### config.mk
export PLATFORM = sky130hd
export DESIGN_NAME = acc_result_fifo_flat
export DESIGN_NICKNAME = d
export VERILOG_FILES = /design/src/rtl/acc_result_fifo_if.sv /design/src/rtl/acc_result_fifo.sv /design/src/flat_wrapper.sv
export SDC_FILE = /design/constraint.sdc
export NUM_CORES = 1
export LEC_CHECK = 0
export CAP_MARGIN = 20
export CORE_MARGIN = 2
export CORE_UTILIZATION = 42
export CTS_CLUSTER_SIZE = 25
export DETAILED_ROUTE_END_ITERATION = 16
export HOLD_SLACK_MARGIN = 0.05
export PLACE_DENSITY = 0.61
export RECOVER_POWER = 25
export SKIP_LAST_GASP = 1
export SLEW_MARGIN = 20
export SYNTH_ARGS = -nofsm -noshare
export SYNTH_HDL_FRONTEND = slang
export SYNTH_SLANG_ARGS = --single-unit
export TNS_END_PERCENT = 30
### constraint.sdc
create_clock -name clk -period 2.97 [get_ports clk]
set_input_delay 0.297 -clock clk [delete_from_list [all_inputs] [get_ports clk]]
set_output_delay 0.297 -clock clk [all_outputs]
set_load 0.1 [all_outputs]
### src/rtl/acc_result_fifo_if.sv
// Bus bundle between the accumulator result stream, the result FIFO and its consumer.
// The slave side is the FIFO; the master side is whatever drives the input stream
// and consumes the framed output.
interface acc_result_fifo_if #(
   parameter int WIDTH = 8,
   parameter int DEPTH = 16
);
   localparam int CW = $clog2(DEPTH) + 1;

   logic [WIDTH-1:0] data_in;
   logic             valid_in;
   logic [WIDTH-1:0] data_o;
   logic             valid_o;
   logic             ready_i;
   logic             last_o;
   logic [CW-1:0]    count_o;
   logic             full_o;
   logic             empty_o;
   logic             overflow_o;
   logic             clr_ovf_i;

   modport master (
      output data_in, valid_in, ready_i, clr_ovf_i,
      input  data_o, valid_o, last_o, count_o, full_o, empty_o, overflow_o
   );

   modport slave (
      input  data_in, valid_in, ready_i, clr_ovf_i,
      output data_o, valid_o, last_o, count_o, full_o, empty_o, overflow_o
   );
endinterface

### src/rtl/acc_result_fifo.sv
// Result buffer behind the stream accumulator: first-word-fall-through FIFO fed by a
// valid-only stream, ready/valid output framed into fixed-length packets, and a
// sticky overflow flag for words lost while the buffer was full.
// Every output is decoded from registered state only; no input reaches an output
// combinationally.
module acc_result_fifo #(
   parameter int WIDTH      = 8,
   parameter int DEPTH      = 16,
   parameter int PACKET_LEN = 8
) (
   input logic              clk,
   input logic              rst,
   acc_result_fifo_if.slave bus
);
   localparam int AW = $clog2(DEPTH);
   localparam int CW = $clog2(DEPTH) + 1;
   localparam int BW = (PACKET_LEN > 1) ? $clog2(PACKET_LEN) : 1;
   localparam logic [CW-1:0] FULL_COUNT = CW'(DEPTH);
   localparam logic [BW-1:0] LAST_BEAT  = BW'(PACKET_LEN - 1);

   logic [WIDTH-1:0] mem_r [DEPTH];
   logic [AW-1:0]    wr_ptr_r;
   logic [AW-1:0]    rd_ptr_r;
   logic [CW-1:0]    count_r;
   logic [BW-1:0]    beat_cnt_r;
   logic             overflow_r;

   logic             valid_s;
   logic             full_s;
   logic             pop_s;
   logic             push_s;
   logic             drop_s;
   logic [CW-1:0]    count_nxt_s;
   logic [BW-1:0]    beat_nxt_s;
   logic             overflow_nxt_s;

   assign valid_s = (count_r != {CW{1'b0}});
   assign full_s  = (count_r == FULL_COUNT);
   assign pop_s   = valid_s && bus.ready_i;
   // A full buffer still accepts a word when the head leaves in the same cycle.
   assign push_s  = bus.valid_in && (!full_s || pop_s);
   assign drop_s  = bus.valid_in && full_s && !pop_s;

   // Occupancy next-state: push and pop together leave the count unchanged.
   always_comb begin
      count_nxt_s = count_r;
      if (push_s && !pop_s) begin
         count_nxt_s = count_r + CW'(1);
      end else if (pop_s && !push_s) begin
         count_nxt_s = count_r - CW'(1);
      end else begin
         count_nxt_s = count_r;
      end
   end

   // Packet position next-state: advances on output pops only, wraps at packet end.
   always_comb begin
      beat_nxt_s = beat_cnt_r;
      if (pop_s) begin
         if (beat_cnt_r == LAST_BEAT) begin
            beat_nxt_s = {BW{1'b0}};
         end else begin
            beat_nxt_s = beat_cnt_r + BW'(1);
         end
      end else begin
         beat_nxt_s = beat_cnt_r;
      end
   end

   // Sticky overflow next-state: a drop in the same cycle as a clear keeps the flag set.
   always_comb begin
      overflow_nxt_s = overflow_r;
      if (drop_s) begin
         overflow_nxt_s = 1'b1;
      end else if (bus.clr_ovf_i) begin
         overflow_nxt_s = 1'b0;
      end else begin
         overflow_nxt_s = overflow_r;
      end
   end

   // Control state: pointers, occupancy, packet position and overflow flag.
   always_ff @(posedge clk or negedge rst) begin
      if (!rst) begin
         wr_ptr_r   <= {AW{1'b0}};
         rd_ptr_r   <= {AW{1'b0}};
         count_r    <= {CW{1'b0}};
         beat_cnt_r <= {BW{1'b0}};
         overflow_r <= 1'b0;
      end else begin
         if (push_s) begin
            wr_ptr_r <= wr_ptr_r + AW'(1);
         end
         if (pop_s) begin
            rd_ptr_r <= rd_ptr_r + AW'(1);
         end
         count_r    <= count_nxt_s;
         beat_cnt_r <= beat_nxt_s;
         overflow_r <= overflow_nxt_s;
      end
   end

   // Storage array: written on accepted pushes only, contents need no reset.
   always_ff @(posedge clk) begin
      if (push_s) begin
         mem_r[wr_ptr_r] <= bus.data_in;
      end
   end

   // Head word is forced to zero while empty so stale storage never leaks out.
   assign bus.data_o     = valid_s ? mem_r[rd_ptr_r] : {WIDTH{1'b0}};
   assign bus.valid_o    = valid_s;
   assign bus.last_o     = valid_s && (beat_cnt_r == LAST_BEAT);
   assign bus.count_o    = count_r;
   assign bus.full_o     = full_s;
   assign bus.empty_o    = !valid_s;
   assign bus.overflow_o = overflow_r;
endmodule

### src/flat_wrapper.sv
// flat-port wrapper written by rule: the top's interface ports become plain ports
module acc_result_fifo_flat 
#(
   parameter int WIDTH      = 8,
   parameter int DEPTH      = 16,
   parameter int PACKET_LEN = 8
)
  (clk, rst, bus_data_in, bus_valid_in, bus_ready_i, bus_clr_ovf_i, bus_data_o, bus_valid_o, bus_last_o, bus_count_o, bus_full_o, bus_empty_o, bus_overflow_o);
  acc_result_fifo_if #(.WIDTH(WIDTH), .DEPTH(DEPTH)) bus_i ();
  input logic clk;
  input logic rst;
  input wire logic [$bits(bus_i.data_in)-1:0] bus_data_in;
  input wire logic [$bits(bus_i.valid_in)-1:0] bus_valid_in;
  input wire logic [$bits(bus_i.ready_i)-1:0] bus_ready_i;
  input wire logic [$bits(bus_i.clr_ovf_i)-1:0] bus_clr_ovf_i;
  output wire logic [$bits(bus_i.data_o)-1:0] bus_data_o;
  output wire logic [$bits(bus_i.valid_o)-1:0] bus_valid_o;
  output wire logic [$bits(bus_i.last_o)-1:0] bus_last_o;
  output wire logic [$bits(bus_i.count_o)-1:0] bus_count_o;
  output wire logic [$bits(bus_i.full_o)-1:0] bus_full_o;
  output wire logic [$bits(bus_i.empty_o)-1:0] bus_empty_o;
  output wire logic [$bits(bus_i.overflow_o)-1:0] bus_overflow_o;
  assign bus_i.data_in = bus_data_in;
  assign bus_i.valid_in = bus_valid_in;
  assign bus_i.ready_i = bus_ready_i;
  assign bus_i.clr_ovf_i = bus_clr_ovf_i;
  assign bus_data_o = bus_i.data_o;
  assign bus_valid_o = bus_i.valid_o;
  assign bus_last_o = bus_i.last_o;
  assign bus_count_o = bus_i.count_o;
  assign bus_full_o = bus_i.full_o;
  assign bus_empty_o = bus_i.empty_o;
  assign bus_overflow_o = bus_i.overflow_o;
  acc_result_fifo #(.WIDTH(WIDTH), .DEPTH(DEPTH), .PACKET_LEN(PACKET_LEN)) u_core (.clk(clk), .rst(rst), .bus(bus_i));
endmodule
### After elaboration in Yosys (flattened, before gate mapping)

Memory sizes are Yosys's and may differ from the RTL's.
Cells that the tools add are included.

| operators by class | value |
|---|---|
| $add $sub $neg | 5 |
| equality and inequality tests | 2 |
| multiplexer cells | 8 |
| reduce and logical (&&, ||, !) cells | 15 |

Operator list:

| operator | count |
|---|---|
| 5-bit two-way mux | 2 |
| 4-bit by 1-bit adder with 4-bit output (second input constant) | 2 |
| 8-bit two-way mux | 1 |
| 1-bit logical AND | 7 |
| 5-bit by 1-bit adder with 5-bit output (second input constant) | 1 |
| 5-bit equality test (second input constant) | 1 |
| 5-bit nonzero test | 1 |
| 5-bit by 1-bit subtractor with 5-bit output (second input constant) | 1 |
| 1-bit zero test | 4 |
| 1-bit two-way mux | 4 |
| 2-bit nonzero test | 2 |
| 3-bit by 1-bit adder with 3-bit output (second input constant) | 1 |
| 3-bit equality test (second input constant) | 1 |
| 3-bit two-way mux | 1 |
| 1-bit logical OR | 1 |

| word-level totals | value |
|---|---|
| flip-flop bits (word level) | 17 |
| memory bits (writable) | 128 |
| bits of input ports | 13 |
| output and inout port bits | 18 |
| logic and storage cells | 36 |
| memories kept | 1 |

Memory list:

| memory | depth | width | rd ports | clocked after Yosys merged registers in | wr ports | RTL line | source |
|---|---|---|---|---|---|---|---|
| u_core.mem_r | 16 | 8 | 1 | 0 | 1 | acc_result_fifo.sv:21 | `logic [WIDTH-1:0] mem_r [DEPTH];` |

### Depth between registers and ports, before layout

Gate-level depths: netlist of run 1.

| depth | value |
|---|---|
| word-level depth | 8 |
| depth in mapped cells | 10 |
| depth with buffers taken out | 10 |

### Worst setup path before layout of run 1

Ideal clock, no wire load.

| timing path | value |
|---|---|
| kind | flip-flop to output port |
| start | reg u_core.count_r[0] (netlist: u_core.bus.count_o[0]) |
| end | out bus_data_o[0] |
| arrival | 4132 ps |
| data required time | 2673 ps |
| slack | -1459 ps |
| cell stages (with the launch flop) | 6 |
| path buffers | 1 |
| path through | dfrtp_1 > or4_4 > nand2b_1 > clkbuf_1 > o21ai_0 > a21oi_1 |

| between the ends | value |
|---|---|
| longest elaborated chain between the ends | 2 |

RTL lines:

| item | RTL line | source |
|---|---|---|
| start: declaration | acc_result_fifo.sv:24 | `logic [CW-1:0] count_r;` |
| start signal: assignment | acc_result_fifo.sv:87 | `count_r <= {CW{1'b0}};` |
| start signal: assignment | acc_result_fifo.sv:97 | `count_r <= count_nxt_s;` |
| 5-bit nonzero test | acc_result_fifo.sv:37 | `assign valid_s = (count_r != {CW{1'b0}});` |
| via bus_valid_o | flat_wrapper.sv:17 | `output wire logic [$bits(bus_i.valid_o)-1:0] bus_valid_o;` |
| 8-bit two-way mux | acc_result_fifo.sv:111 | `assign bus.data_o = valid_s ? mem_r[rd_ptr_r] : {WIDTH{1'b0}};` |
| end: declaration | flat_wrapper.sv:16 | `output wire logic [$bits(bus_i.data_o)-1:0] bus_data_o;` |

The timed path passes the listed nets, and every way through them passes these cells.

### Worst setup path in the final report of run 1

| timing path | value |
|---|---|
| start | reg u_core.rd_ptr_r[0] |
| end | out bus_data_o[6] |

| between the ends | value |
|---|---|
| longest elaborated chain between the ends | 2 |

RTL lines:

| item | RTL line | source |
|---|---|---|
| start: declaration | acc_result_fifo.sv:23 | `logic [AW-1:0] rd_ptr_r;` |
| start signal: assignment | acc_result_fifo.sv:86 | `rd_ptr_r <= {AW{1'b0}};` |
| start signal: assignment | acc_result_fifo.sv:95 | `rd_ptr_r <= rd_ptr_r + AW'(1);` |
| memory 16 x 8 bit | n/a |  |
| 8-bit two-way mux | acc_result_fifo.sv:111 |  |

No other way between the ends.

==> results.md, run 1 <==
- Clock root cell: clkbuf_16
- Maximum fanout along the worst path: 12
- I/O pin cnt: 31
- Status: finished clean
- Vias: 2,982
- Fin area: 7360 µm²
- Core box area: 13,900 µm²
- CP required: 2.67 ns
- DR WL/cell: 20.9 µm
- Slew margin rel.: 0.458
- Die Wd: 124 µm
- Share of layout cells above drive strength 1: 0.336
- GRT met3 Usage: 0.0438
- Syn_area_per_cell: 19.0 µm²
- WL final: 11,700 µm
- Max Cap Viol: 0
- Detailed-placement wirelength estimate: 7290 µm
- First-pass GRT wire length: 17,800 µm
- Final Critical Period: 2.85 ns
- Setup CP Type: reg2out
- Yosys top cell by area: edfxtp_1
- Critical path launch point type: register
- CTS max path bufs: 2
- Site row count: 43
- Post-Syn Instances: 316
- Vias per cell: 5.34
- Final hold violation count: 0
- Setup Buffers After CTS: 0
- Iter 0 DRT Violations: 335
- Max Slew Vio Count: 0
- Seq/Total Area, Yosys: 0.712
- DRT antenna net count: 0
- Fin Clk Skew: 0.00617 ns
- Final setup violation count: 0
- Synth unique cells: 37
- RSZ-0062 raised after global routing: no
- Ant. Diodes: 0
- I/O Buffers: 30
- Met1 usage: 0.214
- All-Layer GR Usage: 0.170
- Initial antenna violation count: 0
- DRC errors left: 0
- CTS tree: yes
- Largest net degree at the start of global routing: 23
- Clock latency on the worst-skew pair: 0.41 ns
- Starting density of the core: 0.431
- FF+latch count, synth: 145
- Number of global-route vias before repair: 3,091
- M2 GR Usage: 0.281
- Mapped Area: 6000 µm²
- Hold crit path type: in2async
- Nets: 391
- GRT Max-Usage Layer: met2
- Die Area: 15,300 µm²
- Num CTS Buffers: 17
- Sink Count: 145
- Die height: 124 µm
- R2R depth: 10
- Net Count, Synth: 342
- Worst Tran Pin Value: 0.810 ns
- Async S/R FF share, synth: 0.117
- GRT overflow: 0
- Fill cell count: 1,103
- Routability cong.: 0.735
- H-Tree Depth: 4
- Placed Area: 6720 µm²
- Post-synth EDFFs: 128
- Max Fclk: 351 MHz
- YS warnings: 0
- Synth top area share: 0.641
- Iteration count of the initial detailed-routing pass: 5
- Crit path DAT: 2.55 ns
- Largest cells by area after synthesis: edfxtp_1 (64%), mux4_2 (12%), dfrtp_1 (7.1%)
- Final Cycle Share: 0.960
- Clock slew at reported path FFs: 0.06 ns
- Crit path capture type: output pin
- Top FF cell, synth: edfxtp_1
- Area Growth Syn to Fin: 22.6%
-- per-layer routing --
layer / share of wire / wire (µm) / up-vias
met5: 0 / 0 / -
met4: 0.015 / 178 / 0
met3: 0.033 / 384 / 13
met2: 0.50 / 5850 / 65
met1: 0.45 / 5260 / 1546
li1: - / - / 1358
-- worst max-delay path, stage by stage, from the launching register on --
cell and delay, ns:
dfrtp_2 0.54, buf_12 0.21, mux4_2 0.51, mux2_2 0.29
o21ai_0 0.34, a21oi_4 0.06, buf_12 0.18
-- synthesized netlist by cell type (3+ instances only) --
master     instances
buf_2              4
o21ai_0           11
xnor2_1            7
o2111ai_1          3
and2_1             9
mux2i_1            9
nand3_1            9
dfrtp_1           17
a21oi_1            9
ha_1              12
mux2_2            11
inv_1             10
mux4_2            32
edfxtp_1         128
and3_1             4
nand2_1            5
nor2_1             7
clkbuf_1           6
-- area by class of cell --
| type | count | area (µm²) | share of cell area |
|---|---|---|---|
| clock buffers | 17 | 425 | 0.0578 |
| inverters | 11 | 41.3 | 0.00561 |
| well taps | 180 | 225 | 0.0306 |
| multi-input cells | 145 | 1690 | 0.229 |
| repair buffers | 45 | 493 | 0.0670 |
| clock inverters | 15 | 209 | 0.0284 |
| flip-flops and latches | 145 | 4280 | 0.581 |
-- cell usage in the layout, fill, tap and decap left out, types with 2 or more instances in the layout --
master,count
and2_1,9
inv_1,9
inv_6,3
a21oi_4,7
clkbuf_16,17
o21ai_0,11
dfrtp_1,11
bufinv_16,4
mux4_2,32
mux2i_1,9
clkdlybuf4s50_1,6
inv_2,2
edfxtp_1,128
xnor2_1,7
nor2_1,7
and3_1,4
mux2_2,11
dfrtp_2,6
o2111ai_1,3
dlygate4sd3_1,6
nor3_1,2
ha_1,12
xor2_1,2
nand2_1,5
buf_12,10
nand3_1,9
buf_4,23
clkinvlp_4,2
clkinv_4,5
-- worst paths after layout --
kind / endpoint / from / slack [ns]
worst max-delay path: bus_data_o[6] / u_core.rd_ptr_r[0]$_DFFE_PN0N_ / 0.12
max in group asynchronous: u_core.rd_ptr_r[0]$_DFFE_PN0N_ / rst / 1.99
min in group clk: u_core.bus.overflow_o$_DFFE_PN0P_ / bus_clr_ovf_i / 0.47
worst min register to register: u_core.rd_ptr_r[3]$_DFFE_PN0N_ / u_core.rd_ptr_r[3]$_DFFE_PN0N_ / 0.47
worst min-delay path: u_core.bus.count_o[1]$_DFFE_PN0P_ / rst / 0.42
worst max register to register: u_core.bus.count_o[4]$_DFFE_PN0P_ / u_core.bus.count_o[1]$_DFFE_PN0P_ / 0.14
-- per-stage QoR --
| stage | TNS [ns] | util | hold WS [ns] | instances | setup slack, ns |
|---|---|---|---|---|---|
| after floorplan | -0.105 | - | 0.00141 | 316 | -0.105 |
| after global placement | 0 | 0.483 | 0.457 | 526 | 0.178 |
| after detailed placement | 0 | 0.483 | 0.466 | 526 | 0.0805 |
| after CTS | 0 | 0.528 | 0.361 | 558 | 0.0598 |
| after global routing | 0 | 0.528 | 0.463 | 558 | 0.00537 |
| final | 0 | 0.528 | 0.417 | 558 | 0.120 |
-- flip-flops by register name, indices dropped and copies added, names as in the netlist --
name	cells
u_core.beat_cnt_r	3
u_core.bus.count_o	5
u_core.bus.overflow_o	1
u_core.mem_r	128
u_core.rd_ptr_r	4
u_core.wr_ptr_r	4
-- cells by family after synthesis --
group                      share of synthesized area
and+or+nand+nor                               0.0386
xor gates and xnor gates                      0.0131
DFF                                            0.712
buffers and inverters                         0.0209
AOI/OAI and AO/OA                             0.0317
adders and majority gates                     0.0284
muxes                                          0.156
-- repair_timing --
item / in CTS / in global routing
setup endpoints to repair: 0 / 1
resized for setup: 0 / 1
hold buffers: 0 / 0
endpoints found under the hold margin: 0 / 0
Power of run 1 is not shown: default switching activity piles up to over one toggle a cycle in this logic, so the estimate is an artifact.
==> run 2: changes to the inputs <==
CAP_MARGIN = not set   (was 20)
GPL_TIMING_DRIVEN = 0   (was not set)
==> results.md, run 2 (same netlist as run 1, synthesis figures left out) <==
- Status: finished with violations
- Failing checks: setup timing
- Site row count: 43
- Largest net degree at the start of global routing: 18
- Most common cell after layout, fill and taps aside: edfxtp_1
- DRT antenna net count: 0
- Crit path DAT: 2.85 ns
- Iter 0 DRT Violations: 260
- Critical path buffers and inverters: 3
- Top delay family on crit path: buffers and inverters
- Clock root cell: clkbuf_16
- Routability cong.: 0.764
- Ant. Diodes: 0
- Max Slew Vio Count: 0
- Core box area: 13,900 µm²
- Num CTS Buffers: 17
- R2r setup slk: 0.14 ns
- Crit path capture type: output pin
- WL final: 12,100 µm
- First-pass GRT wire length: 18,400 µm
- Register area: 4280 µm²
- DRC errors left: 0
- Share of layout cells above drive strength 1: 0.298
- Final Critical Period: 3.15 ns
- Multi-input logic area: 1710 µm²
- Max Cap Viol: 0
- Critical path launch point type: register
- All-Layer GR Usage: 0.175
- Setup CP Type: reg2out
- Worst Tran Pin Value: 0.995 ns
- Slew margin rel.: 0.339
- H-Tree Depth: 4
- Vias: 3,001
- Final setup violation count: 7
- Detailed-placement wirelength estimate: 7730 µm
- Fin Clk Skew: 0.00797 ns
- Final hold violation count: 0
- Final Cycle Share: 1.06
- Worst path slowest cell: mux4_2
- Placed Area: 6620 µm²
- Sink Count: 145
- Commonest non-fill, non-tap cells in the layout: edfxtp_1 (128), mux4_2 (32), clkbuf_16 (17)
- CP peak stage delay: 0.52 ns
- Number of global-route vias before repair: 3,277
- Die height: 124 µm
- Iteration count of the initial detailed-routing pass: 4
- Worst Setup Slack, final: -0.175 ns
- Fill cell count: 1,112
- CTS tree: yes
- Max reg flops: 128
- Vias per cell: 5.34
- Nets: 397
- Starting density of the core: 0.431
- Clock latency on the worst-skew pair: 0.41 ns
- Maximum fanout along the worst path: 10
- CP required: 2.67 ns
- GRT overflow: 0
- Initial antenna violation count: 0
- Area Growth Syn to Fin: 20.2%
- I/O Buffers: 30
- Post-place setup slack: -0.541 ns
- Hold crit path type: in2async
- RSZ-0062 raised after global routing: yes
- Biggest register: u_core.mem_r
- I/O pin cnt: 31
- Clock slew at reported path FFs: 0.06 ns
- CTS max path bufs: 2
- Die Area: 15,300 µm²
- DR WL/cell: 21.5 µm
- Fin area: 7210 µm²
- Max Fclk: 318 MHz
- Die Wd: 124 µm
- Worst-path cell chain: buf_4, buf_6, mux4_2, mux2_2, o21ai_0, a21oi_4, clkdlybuf4s15_2
==> run 2: cell count changes in the layout (fill, tap and decap cells not counted), moves of 3 or more <==
cell / change
clkbuf_1: +5
buf_12: -10
clkdlybuf4s50_1: +8
clkinv_1: +3
buf_6: +3
buf_2: +3
clkdlybuf4s15_2: +4
clkinv_2: +4
clkinv_4: -5
inv_6: -3
clkbuf_2: +5
buf_4: -11
==> run 2: metal layers <==
metal / wire, µm / vias up / global-route usage / part of all wire
met5: 0 / - / 0 / 0
met4: 148 / 0 / 0.0760 / 0.012
met3: 655 / 10 / 0.0480 / 0.054
met2: 6050 / 71 / 0.278 / 0.50
met1: 5220 / 1556 / 0.226 / 0.43
li1: - / 1364 / - / -
==> run 2: layout make-up <==
cell class / count / area share
Sequential cell: 145 / 0.593
Multi-Input combinational cell: 145 / 0.237
Clock buffer: 20 / 0.0605
Timing Repair Buffer: 36 / 0.0458
Tap cell: 180 / 0.0312
Buffer: 15 / 0.0135
Clock inverter: 10 / 0.0132
Inverter: 11 / 0.00572
==> run 2: metrics by stage <==
step | instances | hold WS, ns | TNS [ns] | utilization
3_5_place_dp | 526 | 0.490 | -3.45 | 0.475
3_3_place_gp | 526 | 0.483 | -3.14 | 0.475
6_report | 562 | 0.377 | -0.721 | 0.518
5_1_grt | 562 | 0.418 | -1.58 | 0.518
4_1_cts | 556 | 0.383 | -2.00 | 0.514
2_1_floorplan | 316 | 0.00141 | -0.105 | -
==> run 2: repair_timing <==
action | CTS | global route
hold buffers | 0 | 0
setup buffers | 0 | 6
gates resized for setup | 38 | 19
pin swaps | 0 | 3
hold endpoints to repair | 0 | 0
endpoints found under the setup margin | 13 | 14
cloned | 0 | 0
==> run 2: path summary, 6_finish.rpt <==
path	start	to	cells past startpoint
setup / recovery	u_core.rd_ptr_r[0]$_DFFE_PN0N_	bus_data_o[5]	7
hold / removal	rst	u_core.bus.count_o[3]$_DFFE_PN0P_	1
setup reg to reg	u_core.bus.count_o[3]$_DFFE_PN0P_	u_core.bus.count_o[4]$_DFFE_PN0P_	11
hold reg to reg	u_core.bus.overflow_o$_DFFE_PN0P_	u_core.bus.overflow_o$_DFFE_PN0P_	1
max in group asynchronous	rst	u_core.bus.count_o[2]$_DFFE_PN0P_	1
min in group clk	bus_clr_ovf_i	u_core.bus.overflow_o$_DFFE_PN0P_	3
==> run 2: worst register-to-register path: cells and delay by family, from the launching register on <==
family | cells | cell delay (ns)
buf+inv | 3 | 0.34
compound gates | 4 | 0.77
simple gates | 2 | 0.72
flops | 1 | 0.42
fa+ha+maj | 2 | 0.44
Power of run 2 is left out for the same reason.
